==> config.mk <==
export PLATFORM = sky130hd
export DESIGN_NAME = bus_arbiter
export DESIGN_NICKNAME = d
export VERILOG_FILES = /design/src/rtl/bus_pkg.sv /design/src/rtl/bus_arbiter_rr_picker.sv /design/src/rtl/bus_arbiter.sv
export SDC_FILE = /design/constraint.sdc
export NUM_CORES = 1
export LEC_CHECK = 0
export CORE_AREA = 4 4 132 134
export DETAILED_ROUTE_END_ITERATION = 16
export DIE_AREA = 0 0 136 138
export MAX_ROUTING_LAYER = met4
export PLACE_DENSITY = 0.73
export SLEW_MARGIN = 5
export SYNTH_ARGS = -nofsm -noshare
export SYNTH_HDL_FRONTEND = slang
export SYNTH_SLANG_ARGS = --single-unit
==> constraint.sdc <==
create_clock -name clk -period 2.1 [get_ports clk]
set_input_delay 0.525 -clock clk [delete_from_list [all_inputs] [get_ports clk]]
set_output_delay 0.525 -clock clk [all_outputs]
set_load 0.05 [all_outputs]
==> src/rtl/bus_pkg.sv <==
// Shared system-bus definitions: arbiter state encoding, fixed peripheral
// addresses used by the bootloader and decoder, and the default ack timeout.
package bus_pkg;

    typedef enum logic [0:0] {
        IDLE = 1'b0,
        BUSY = 1'b1
    } arb_state_t;

    localparam logic [31:0] MEM_BASE   = 32'h0000_0000;
    localparam logic [31:0] SPART_BASE = 32'h4000_001C;

    localparam int BUS_TIMEOUT_DEFAULT = 1024;

endpackage

==> src/rtl/bus_arbiter_rr_picker.sv <==
// Combinational round-robin picker: first requester after `last`, or only
// master 0 while the exclusive lock is held.
module rr_picker #(
    parameter int NUM_M = 3,
    parameter int IW    = $clog2(NUM_M)
) (
    input  logic [NUM_M-1:0] req,
    input  logic [IW-1:0]    last,
    input  logic             lock0,
    output logic             valid,
    output logic [NUM_M-1:0] winner
);

    logic [IW-1:0] idx;

    always_comb begin
        // NOTE: every output of a combinational block gets a default first, otherwise paths that skip an assignment infer latches.
        valid  = 1'b0;
        winner = '0;
        idx    = '0;
        if (lock0) begin
            valid     = req[0];
            winner[0] = req[0];
        end else begin
            for (int i = 1; i <= NUM_M; i++) begin
                idx = IW'((int'(last) + i) % NUM_M);
                if (!valid && req[idx]) begin
                    valid       = 1'b1;
                    winner[idx] = 1'b1;
                end
            end
        end
    end

endmodule

==> src/rtl/bus_arbiter.sv <==
// Round-robin arbiter for the shared system bus with a master-0 exclusive lock,
// a registered grant and a per-transaction ack timeout.
module bus_arbiter
    import bus_pkg::*;
#(
    parameter int NUM_M   = 3,
    parameter int TIMEOUT = BUS_TIMEOUT_DEFAULT
) (
    input  logic               clk,
    input  logic               rst_n,
    input  logic               lock0_i,
    input  logic [NUM_M-1:0]   m_read_i,
    input  logic [NUM_M-1:0]   m_write_i,
    input  logic [NUM_M*32-1:0] m_addr_i,
    input  logic [NUM_M*32-1:0] m_wdata_i,
    output logic [NUM_M-1:0]   m_ack_o,
    output logic [NUM_M-1:0]   m_err_o,
    output logic [31:0]        m_rdata_o,
    output logic               s_read_o,
    output logic               s_write_o,
    output logic [31:0]        s_addr_o,
    output logic [31:0]        s_wdata_o,
    input  logic [31:0]        s_rdata_i,
    input  logic               s_ack_i,
    output logic [NUM_M-1:0]   grant_o,
    output logic               debug_state
);

    localparam int IW = $clog2(NUM_M);
    localparam int CW = $clog2(TIMEOUT);
    localparam logic [IW-1:0] LAST_RST = IW'(NUM_M - 1);
    localparam logic [CW-1:0] CNT_MAX  = CW'(TIMEOUT - 1);

    arb_state_t       state_q, state_d;
    logic [NUM_M-1:0] grant_q;
    logic [IW-1:0]    gidx_q;
    logic [IW-1:0]    last_q;
    logic [CW-1:0]    cnt_q;
    logic [31:0]      rdata_q;

    logic             pick_valid;
    logic [NUM_M-1:0] pick_onehot;
    logic [IW-1:0]    pick_idx;
    logic [31:0]      addr_arr  [NUM_M];
    logic [31:0]      wdata_arr [NUM_M];
    logic             g_read, g_write;
    logic             load, done, ack, err, drive_strobes;

    rr_picker #(.NUM_M(NUM_M), .IW(IW)) u_picker (
        .req    (m_read_i | m_write_i),
        .last   (last_q),
        .lock0  (lock0_i),
        .valid  (pick_valid),
        .winner (pick_onehot)
    );

    always_comb begin
        pick_idx = '0;
        for (int k = 0; k < NUM_M; k++) begin
            addr_arr[k]  = m_addr_i[32*k +: 32];
            wdata_arr[k] = m_wdata_i[32*k +: 32];
            if (pick_onehot[k]) pick_idx = IW'(k);
        end
    end

    assign g_read  = m_read_i[gidx_q];
    assign g_write = m_write_i[gidx_q];

    // Priority inside BUSY: slave ack, then master abort, then timeout.
    always_comb begin
        state_d       = state_q;
        load          = 1'b0;
        done          = 1'b0;
        ack           = 1'b0;
        err           = 1'b0;
        drive_strobes = 1'b0;
        case (state_q)
            IDLE: begin
                if (pick_valid) begin
                    load    = 1'b1;
                    state_d = BUSY;
                end
            end
            BUSY: begin
                if (s_ack_i) begin
                    ack           = 1'b1;
                    drive_strobes = 1'b1;
                    done          = 1'b1;
                end else if (!(g_read || g_write)) begin
                    done = 1'b1;
                end else if (cnt_q == CNT_MAX) begin
                    ack  = 1'b1;
                    err  = 1'b1;
                    done = 1'b1;
                end else begin
                    drive_strobes = 1'b1;
                end
                if (done) state_d = IDLE;
            end
            default: state_d = IDLE;
        endcase
    end

    // Write wins when a master raises both strobes.
    assign s_write_o   = drive_strobes & g_write;
    assign s_read_o    = drive_strobes & g_read & ~g_write;
    assign s_addr_o    = (state_q == BUSY) ? addr_arr[gidx_q]  : '0;
    assign s_wdata_o   = (state_q == BUSY) ? wdata_arr[gidx_q] : '0;
    assign m_ack_o     = ack ? grant_q : '0;
    assign m_err_o     = err ? grant_q : '0;
    assign m_rdata_o   = (ack && !err) ? s_rdata_i : rdata_q;
    assign grant_o     = grant_q;
    assign debug_state = (state_q == BUSY);

    // NOTE: sequential state uses non-blocking assignments so every register samples pre-edge values.
    always_ff @(posedge clk or negedge rst_n) begin
        if (!rst_n) begin
            state_q <= IDLE;
            grant_q <= '0;
            gidx_q  <= '0;
            last_q  <= LAST_RST;
            cnt_q   <= '0;
            rdata_q <= '0;
        end else begin
            state_q <= state_d;
            if (load) begin
                grant_q <= pick_onehot;
                gidx_q  <= pick_idx;
                cnt_q   <= '0;
            end else if (done) begin
                grant_q <= '0;
                last_q  <= gidx_q;
            end else if (state_q == BUSY) begin
                cnt_q <= cnt_q + 1'b1;
            end
            if (ack && !err) rdata_q <= s_rdata_i;
        end
    end

endmodule

==> reports/metrics.yaml, run 1 <==
worst_setup_path:
  critPathMostFrequentCell: "buf_6"
  worstPathArrival_ps: 2030
  worstSetupPathType: "flip-flop to output port"
  slowest_delay_ps: 510
  r2r_cells: 7
  end_kind: "output port"
  slowest_stage: "dfrtp_4"
  critPathMaxFanout: 4
  cp_cell_sequence: "buf_6 -> mux2i_4 -> o2bb2ai_4 -> o21ai_4 -> buf_6 -> nor4_4 -> buf_12"
  start_kind: "flip-flop"
  cp_data_required_time_ps: 1570
sta:
  finalSetupTns_ps: -25040
  final_max_slew_viol_count: 0
  clock.fmax_mhz: 391
  slew_headroom_pct: 73.2
  setup_viol: 115
  finClkSkew_ps: 11.6
  layout_setup_ws_ps: -459
  finalCritPeriodShare_pct: 122
  hold-worst-slack_ps: 151
  rsz0062_at_grt: "true"
  worst-slew-pin-transition_ps: 403
  hold_violations: 0
  fin_crit_ps: 2560
yosys:
  ys_ff_latch: 50
  yosys_warnings: 0
  synthCells: 500
  synth_edf_count: 0
  yosysUniqueCellTypes: 52
  asyncSetResetFlopFracSynth_pct: 100
  syn-num-nets: 739
  syn_area_per_cell_um2: 8.47
  synth_ff_type: "dfrtp_1"
  ys_seq_area_share_pct: 29.6
  syn_area_um2: 4240
cells_and_area:
  layout.nets: 1161
  syn2layout_area_growth_pct: 164
  drive_gt1_share_pct: 52.2
  stdcell_count: 1147
  design_area_um2: 11200
  fillers: 1135
  final_util_pct: 68.7
status:
  status: "complete, but fails checks"
  violations: "negative setup slack"
die:
  rows: 47
  fp.dieH_um: 138
  dieWidth_um: 136
  initial_core_util_pct: 26.0
  pin_count: 342
  die_area_um2: 18800
  coreArea_um2: 16300
global_route:
  overflow: 0
  antenna_found_initial: 4
  use_met3_pct: 5.45
  grt_max_degree: 71
  grt_pass1_vias: 5990
  grt_usage_pct: 23.8
  grt_pass1_wl_um: 34200
  use_met1_pct: 26.2
  grt_busiest_layer: "met2"
  use_met2_pct: 42.8
placed_design:
  preCtsSetupSlack_ps: -620
  dp.final_hpwl_um: 15800
  place_area_um2: 9090
  io_buffers: 341
  dp_cells: 1084
  place.gp.congestion: 0.884
route:
  drc: 0
  vias: 5595
  ant_nets: 0
  viasPerCell: 4.88
  wire_per_inst_um: 21.1
  dr.first_iter.drc_count: 184
  dr.pass1.iters: 5
  finalWirelength_um: 24200
clock_tree:
  clk_path_buf_depth: 2
  htreeDepth: 2
  cts_root_buffer: "clkbuf_16"
  numCtsBuffers: 5
  path_clk_slew_ps: 70
  insertion_delay_ps: 290
  clock_sinks: 50
  cts_tree: "yes"
power:
  vdd_ir_drop_max_mv: 1.35
  power_mw: 15.9
  power_density_nw_per_um2: 1420
  p_leak_nw: 4.66
hold_path:
  hp-class: "input port to async pin"
flow_run:
  drv_cap: 0
-- repair_timing --
action | CTS | global route
hold buffers | 0 | 0
resized for setup | 339 | 120
setup endpoints to repair | 120 | 121
buffers inserted | 31 | 14
pin swaps | 65 | 21
cloned | 14 | 2
-- cell usage in the layout (no fill, tap or decap), types with 5 or more instances in the layout --
cell and instances:
a21oi_2 5, and2_4 65, buf_12 92, buf_16 8
buf_4 58, buf_6 28, buf_8 31, clkbuf_16 7
clkdlybuf4s50_1 225, dfrtp_1 46, dlygate4sd2_1 6, inv_1 9
mux2_4 32, mux2i_1 43, mux2i_2 15, mux2i_4 10
nand2_1 20, nand2_2 40, nand2_4 15, nand3_1 5
nor2_1 5, nor3_1 6, o21ai_0 6, o21ai_1 39
o21ai_2 26
-- final cells by class --
type / instances / area (um2) / share of cell area [%]
sequential: 50 / 1260 / 11.2
clock inverter: 2 / 16.3 / 0.145
tap: 220 / 275 / 2.46
antenna: 4 / 10.0 / 0.0894
multi-input combinational: 400 / 3800 / 34.0
clock buffer: 6 / 139 / 1.24
timing repair buffer: 453 / 5650 / 50.4
inverter: 12 / 45.0 / 0.402
-- cells in the mapped netlist, types with 3 or more instances --
library cell / number / share of area [%]
xnor2_1: 5 / 1.0
a21o_1: 3 / 0.53
dfrtp_1: 49 / 29
o21ai_0: 75 / 8.9
nand3_1: 6 / 0.71
a21oi_2: 4 / 0.83
nor2_1: 10 / 0.89
ha_1: 5 / 1.5
and2_1: 67 / 9.9
nor4_1: 6 / 0.89
a21oi_1: 5 / 0.59
nor3_1: 6 / 0.71
inv_1: 12 / 1.1
or3_1: 3 / 0.44
mux2_2: 32 / 8.5
clkbuf_1: 24 / 2.1
mux2i_1: 67 / 16
buf_1: 3 / 0.27
nand2_1: 75 / 6.6
buf_2: 6 / 0.71
-- report_power, final --
group          switching, mW  internal (mW)  leakage (nW)
registers              0.198           1.35         0.610
logic                   6.88           6.63          3.97
clock network          0.365          0.479        0.0735
-- flip-flops by register name, summed over array words and instances, names as in the netlist --
name         count
debug_state      1
cnt_q           10
grant_o          3
gidx_q           2
last_q           2
rdata_q         32
-- per-layer routing --
layer  vias up  share of wire, %
met4         0               1.6
met5         -                 0
met1      2728                37
met3        28               8.2
li1       2599                 -
met2       240                53
-- critical path, delay by kind of cell, from the launching register on --
kind / cells / cell delay [ps]
buffers and inverters: 3 / 470
and+or+nand+nor: 1 / 270
muxes: 1 / 180
DFF: 1 / 510
AOI/OAI and AO/OA: 2 / 300
-- path summary, 6_finish.rpt --
| path | start | endpoint | slack, ps |
|---|---|---|---|
| max | gidx_q[1] | m_err_o[0] | -460 |
| min reg2reg | rdata_q[11] | rdata_q[11] | 510 |
| min in group clk | rdata_q[11] | rdata_q[11] | 510 |
| max reg2reg | last_q[1] | grant_o[0] | -200 |
| min | rst_n | cnt_q[2] | 150 |
| max in group asynchronous | rst_n | rdata_q[6] | 1260 |
-- logic make-up after synthesis --
| family | Yosys count | synth area share (%) |
|---|---|---|
| compound gates | 105 | 14.7 |
| xor+xnor | 5 | 1.03 |
| fa+ha+maj | 5 | 1.48 |
| buf+inv | 50 | 5.37 |
| flops | 50 | 29.6 |
| mux | 100 | 24.9 |
| simple gates | 185 | 22.9 |
Note: power is estimated with default switching activity, not from simulation.
==> run 2, diff against run 1 <==
--- a/config.mk
+++ b/config.mk
@@ -8,6 +8,7 @@
 export CORE_AREA = 4 4 132 134
 export DETAILED_ROUTE_END_ITERATION = 16
 export DIE_AREA = 0 0 136 138
+export GPL_TIMING_DRIVEN = 0
 export MAX_ROUTING_LAYER = met4
 export PLACE_DENSITY = 0.73
 export SLEW_MARGIN = 5
==> reports/metrics.yaml, run 2 (synthesis results as in run 1) <==
placed_design:
  dp_cells: 1062  # -2.0%
  place.gp.congestion: 0.850  # -3.9%
  place_area_um2: 8140  # -10%
  dp.final_hpwl_um: 15500  # -2.0%
  io_buffers: 341  # unchanged
  preCtsSetupSlack_ps: -1680  # -1050 ps
die:
  coreArea_um2: 16300  # unchanged
  fp.dieH_um: 138  # unchanged
  dieWidth_um: 136  # unchanged
  pin_count: 342  # unchanged
  die_area_um2: 18800  # unchanged
  rows: 47  # unchanged
  initial_core_util_pct: 26.0  # unchanged
worst_setup_path:
  critPathCapture: "m_ack_o[2]"
  worstPathArrival_ps: 1970  # -60 ps
  cp_data_required_time_ps: 1570  # about the same
  start_kind: "input port"
  worstSetupPathType: "input port to output port"
  end_kind: "output port"
  r2r_end: "grant_o[0]"
  critPathMaxFanout: 4  # unchanged
  reg2reg_from: "last_q[1]"
  r2r_cells: 7  # unchanged
  reg2reg_slack_ps: -200  # about the same
  cp-startpoint: "m_read_i[2]"
route:
  viasPerCell: 4.85  # -0.61%
  topRoutingLayerUsed: "met4"
  drc: 0  # unchanged
  routed-wl-met3_um: 1750  # -12%
  dr.first_iter.drc_count: 148  # -20%
  wire_per_inst_um: 21.1  # +0.17%
  dr.pass1.iters: 4  # -1
  vias: 5498  # -1.7%
  finalWirelength_um: 24000  # -0.96%
  wl_met2_um: 12600  # -2.0%
  ant_nets: 0  # unchanged
  wl_met1_um: 8770  # -2.3%
sta:
  finalSetupTns_ps: -24710  # +332 ps
  slew_headroom_pct: 61.6  # -12 points
  rsz0062_at_grt: "true"
  fin_crit_ps: 2500  # -60.6 ps
  finClkSkew_ps: 7.12  # -4.44 ps
  layout_setup_ws_ps: -398  # +60.6 ps
  worst-slew-pin-transition_ps: 578  # +176 ps
  final_max_slew_viol_count: 0  # unchanged
  finalCritPeriodShare_pct: 119  # -2.9 points
  clock.fmax_mhz: 400  # +2.4%
  setup_viol: 120  # +4.3%
  hold_violations: 0  # unchanged
clock_tree:
  cts_root_buffer: "clkbuf_16"
  htreeDepth: 2  # unchanged
  clock_sinks: 50  # unchanged
  numCtsBuffers: 5  # unchanged
  clk_path_buf_depth: 2  # unchanged
  path_clk_slew_ps: 70  # about the same
  cts_hold_buf: 0  # unchanged
  insertion_delay_ps: 300  # about the same
  cts_tree: "yes"
global_route:
  overflow: 0  # unchanged
  grt_usage_pct: 22.4  # -1.4 points
  grt_pass1_wl_um: 31900  # -6.9%
  grt_max_degree: 39  # -45%
  grt_pass1_vias: 5678  # -5.2%
  antenna_found_initial: 4  # unchanged
cells_and_area:
  regMostFlops: "rdata_q"
  multi_input_area_um2: 3990  # +4.9%
  largest_reg_flops: 32  # unchanged
  syn2layout_area_growth_pct: 156
  layout.nets: 1148  # -1.1%
  design_area_um2: 10800  # -3.2%
  final_cell_mix: "clkdlybuf4s50_1 (225), buf_8 (95), and2_4 (64)"
  stdcell_count: 1134  # -1.1%
  seq_area_um2: 1260  # about the same
  drive_gt1_share_pct: 53.5  # +1.3 points
  fillers: 1201  # +5.8%
  final_common_cell: "clkdlybuf4s50_1"
power:
  vdd_ir_drop_max_mv: 1.12  # -17%
  pwr-share-clk_pct: 5.5  # +0.2 points
  combPwrFrac_pct: 84.3  # -0.6 points
  sw_frac_of_total_pct: 48.8  # +2.0 points
  switchingPower_mw: 7.43  # -0.15%
  p_int_mw: 7.80  # -7.9%
  seq_power_share_pct: 10.1  # +0.3 points
  power_density_nw_per_um2: 1400  # -1.2%
  p_leak_nw: 4.67  # +0.31%
flow_run:
  drv_cap: 0  # unchanged
status:
  violations: "negative setup slack"
  status: "complete, but fails checks"
hold_path:
  hp-class: "input port to async pin"
[run 2: cell count changes in the layout (fill, tap and decap cells not counted), moves of 23 or more]
cell | previous run | this run
o21ai_2 | 26 | 50
buf_8 | 31 | 95
nand2_4 | 15 | 38
buf_4 | 58 | 34
buf_12 | 92 | 21
o21ai_1 | 39 | 14
[run 2: timing repair]
item | in CTS | in global routing
gates cloned | 12 | 5
gates resized for setup | 1120 | 210
pin swaps | 71 | 20
setup buffers | 33 | 22
endpoints found under the setup margin | 122 | 121
[run 2: worst min-delay path by stage]
| stage | from | to | slack, ps | cells after the start |
|---|---|---|---|---|
| 6_report | rst_n | cnt_q[3] | 120 | 1 |
| 5_1_grt | rst_n | cnt_q[1] | 130 | 1 |
| 4_1_cts | rst_n | rdata_q[14] | 120 | 1 |
| 3_5_place_dp | rst_n | rdata_q[14] | 450 | 1 |
| 3_3_place_gp | rdata_q[16] | rdata_q[16] | 480 | 1 |
| 2_1_floorplan | rst_n | cnt_q[0] | 230 | 0 |
[run 2: area by class of cell]
cell class                 instances  share of cell area [%]
clock inverter                     1                  0.0808
clock buffer                       7                    1.32
buffer                            32                    4.05
inverter                          12                   0.415
timing repair buffer             407                    43.1
antenna                            4                  0.0923
tap                              220                    2.54
sequential                        50                    11.6
multi-input combinational        401                    36.8
[run 2: power by group through the flow]
stage | Clock, mW | Sequential (mW) | Combinational, mW
2_1_floorplan | 0 | 1.59 | 5.74
3_3_place_gp | 0 | 1.50 | 8.74
3_5_place_dp | 0 | 1.52 | 8.75
4_1_cts | 0.867 | 1.51 | 11.6
5_1_grt | 0.905 | 1.58 | 13.3
6_report | 0.844 | 1.54 | 12.8
[run 2: worst max-delay path, stage by stage]
cell and delay [ps]:
clkdlybuf4s15_1 310, mux2i_1 270, o2bb2ai_2 120, o21ai_4 320, o21ai_4 110, and2_4 170
buf_8 140
[run 2: metal layers]
| metal | vias to the layer above | GRT usage, % |
|---|---|---|
| li1 | 2565 | - |
| met3 | 58 | 5.56 |
| met1 | 2627 | 24.6 |
| met2 | 248 | 38.9 |
| met4 | 0 | 8.12 |
| met5 | - | - |
[run 2: through the flow]
| step | power [mW] | utilization [%] | hold slack, ps |
|---|---|---|---|
| 6_report | 15.2 | 66.6 | 121 |
| 5_1_grt | 15.8 | 66.6 | 133 |
| 4_1_cts | 14.0 | 61.1 | 121 |
| 3_5_place_dp | 10.3 | 50.0 | 448 |
| 3_3_place_gp | 10.2 | 49.9 | 479 |
| 2_1_floorplan | 7.33 | - | 229 |
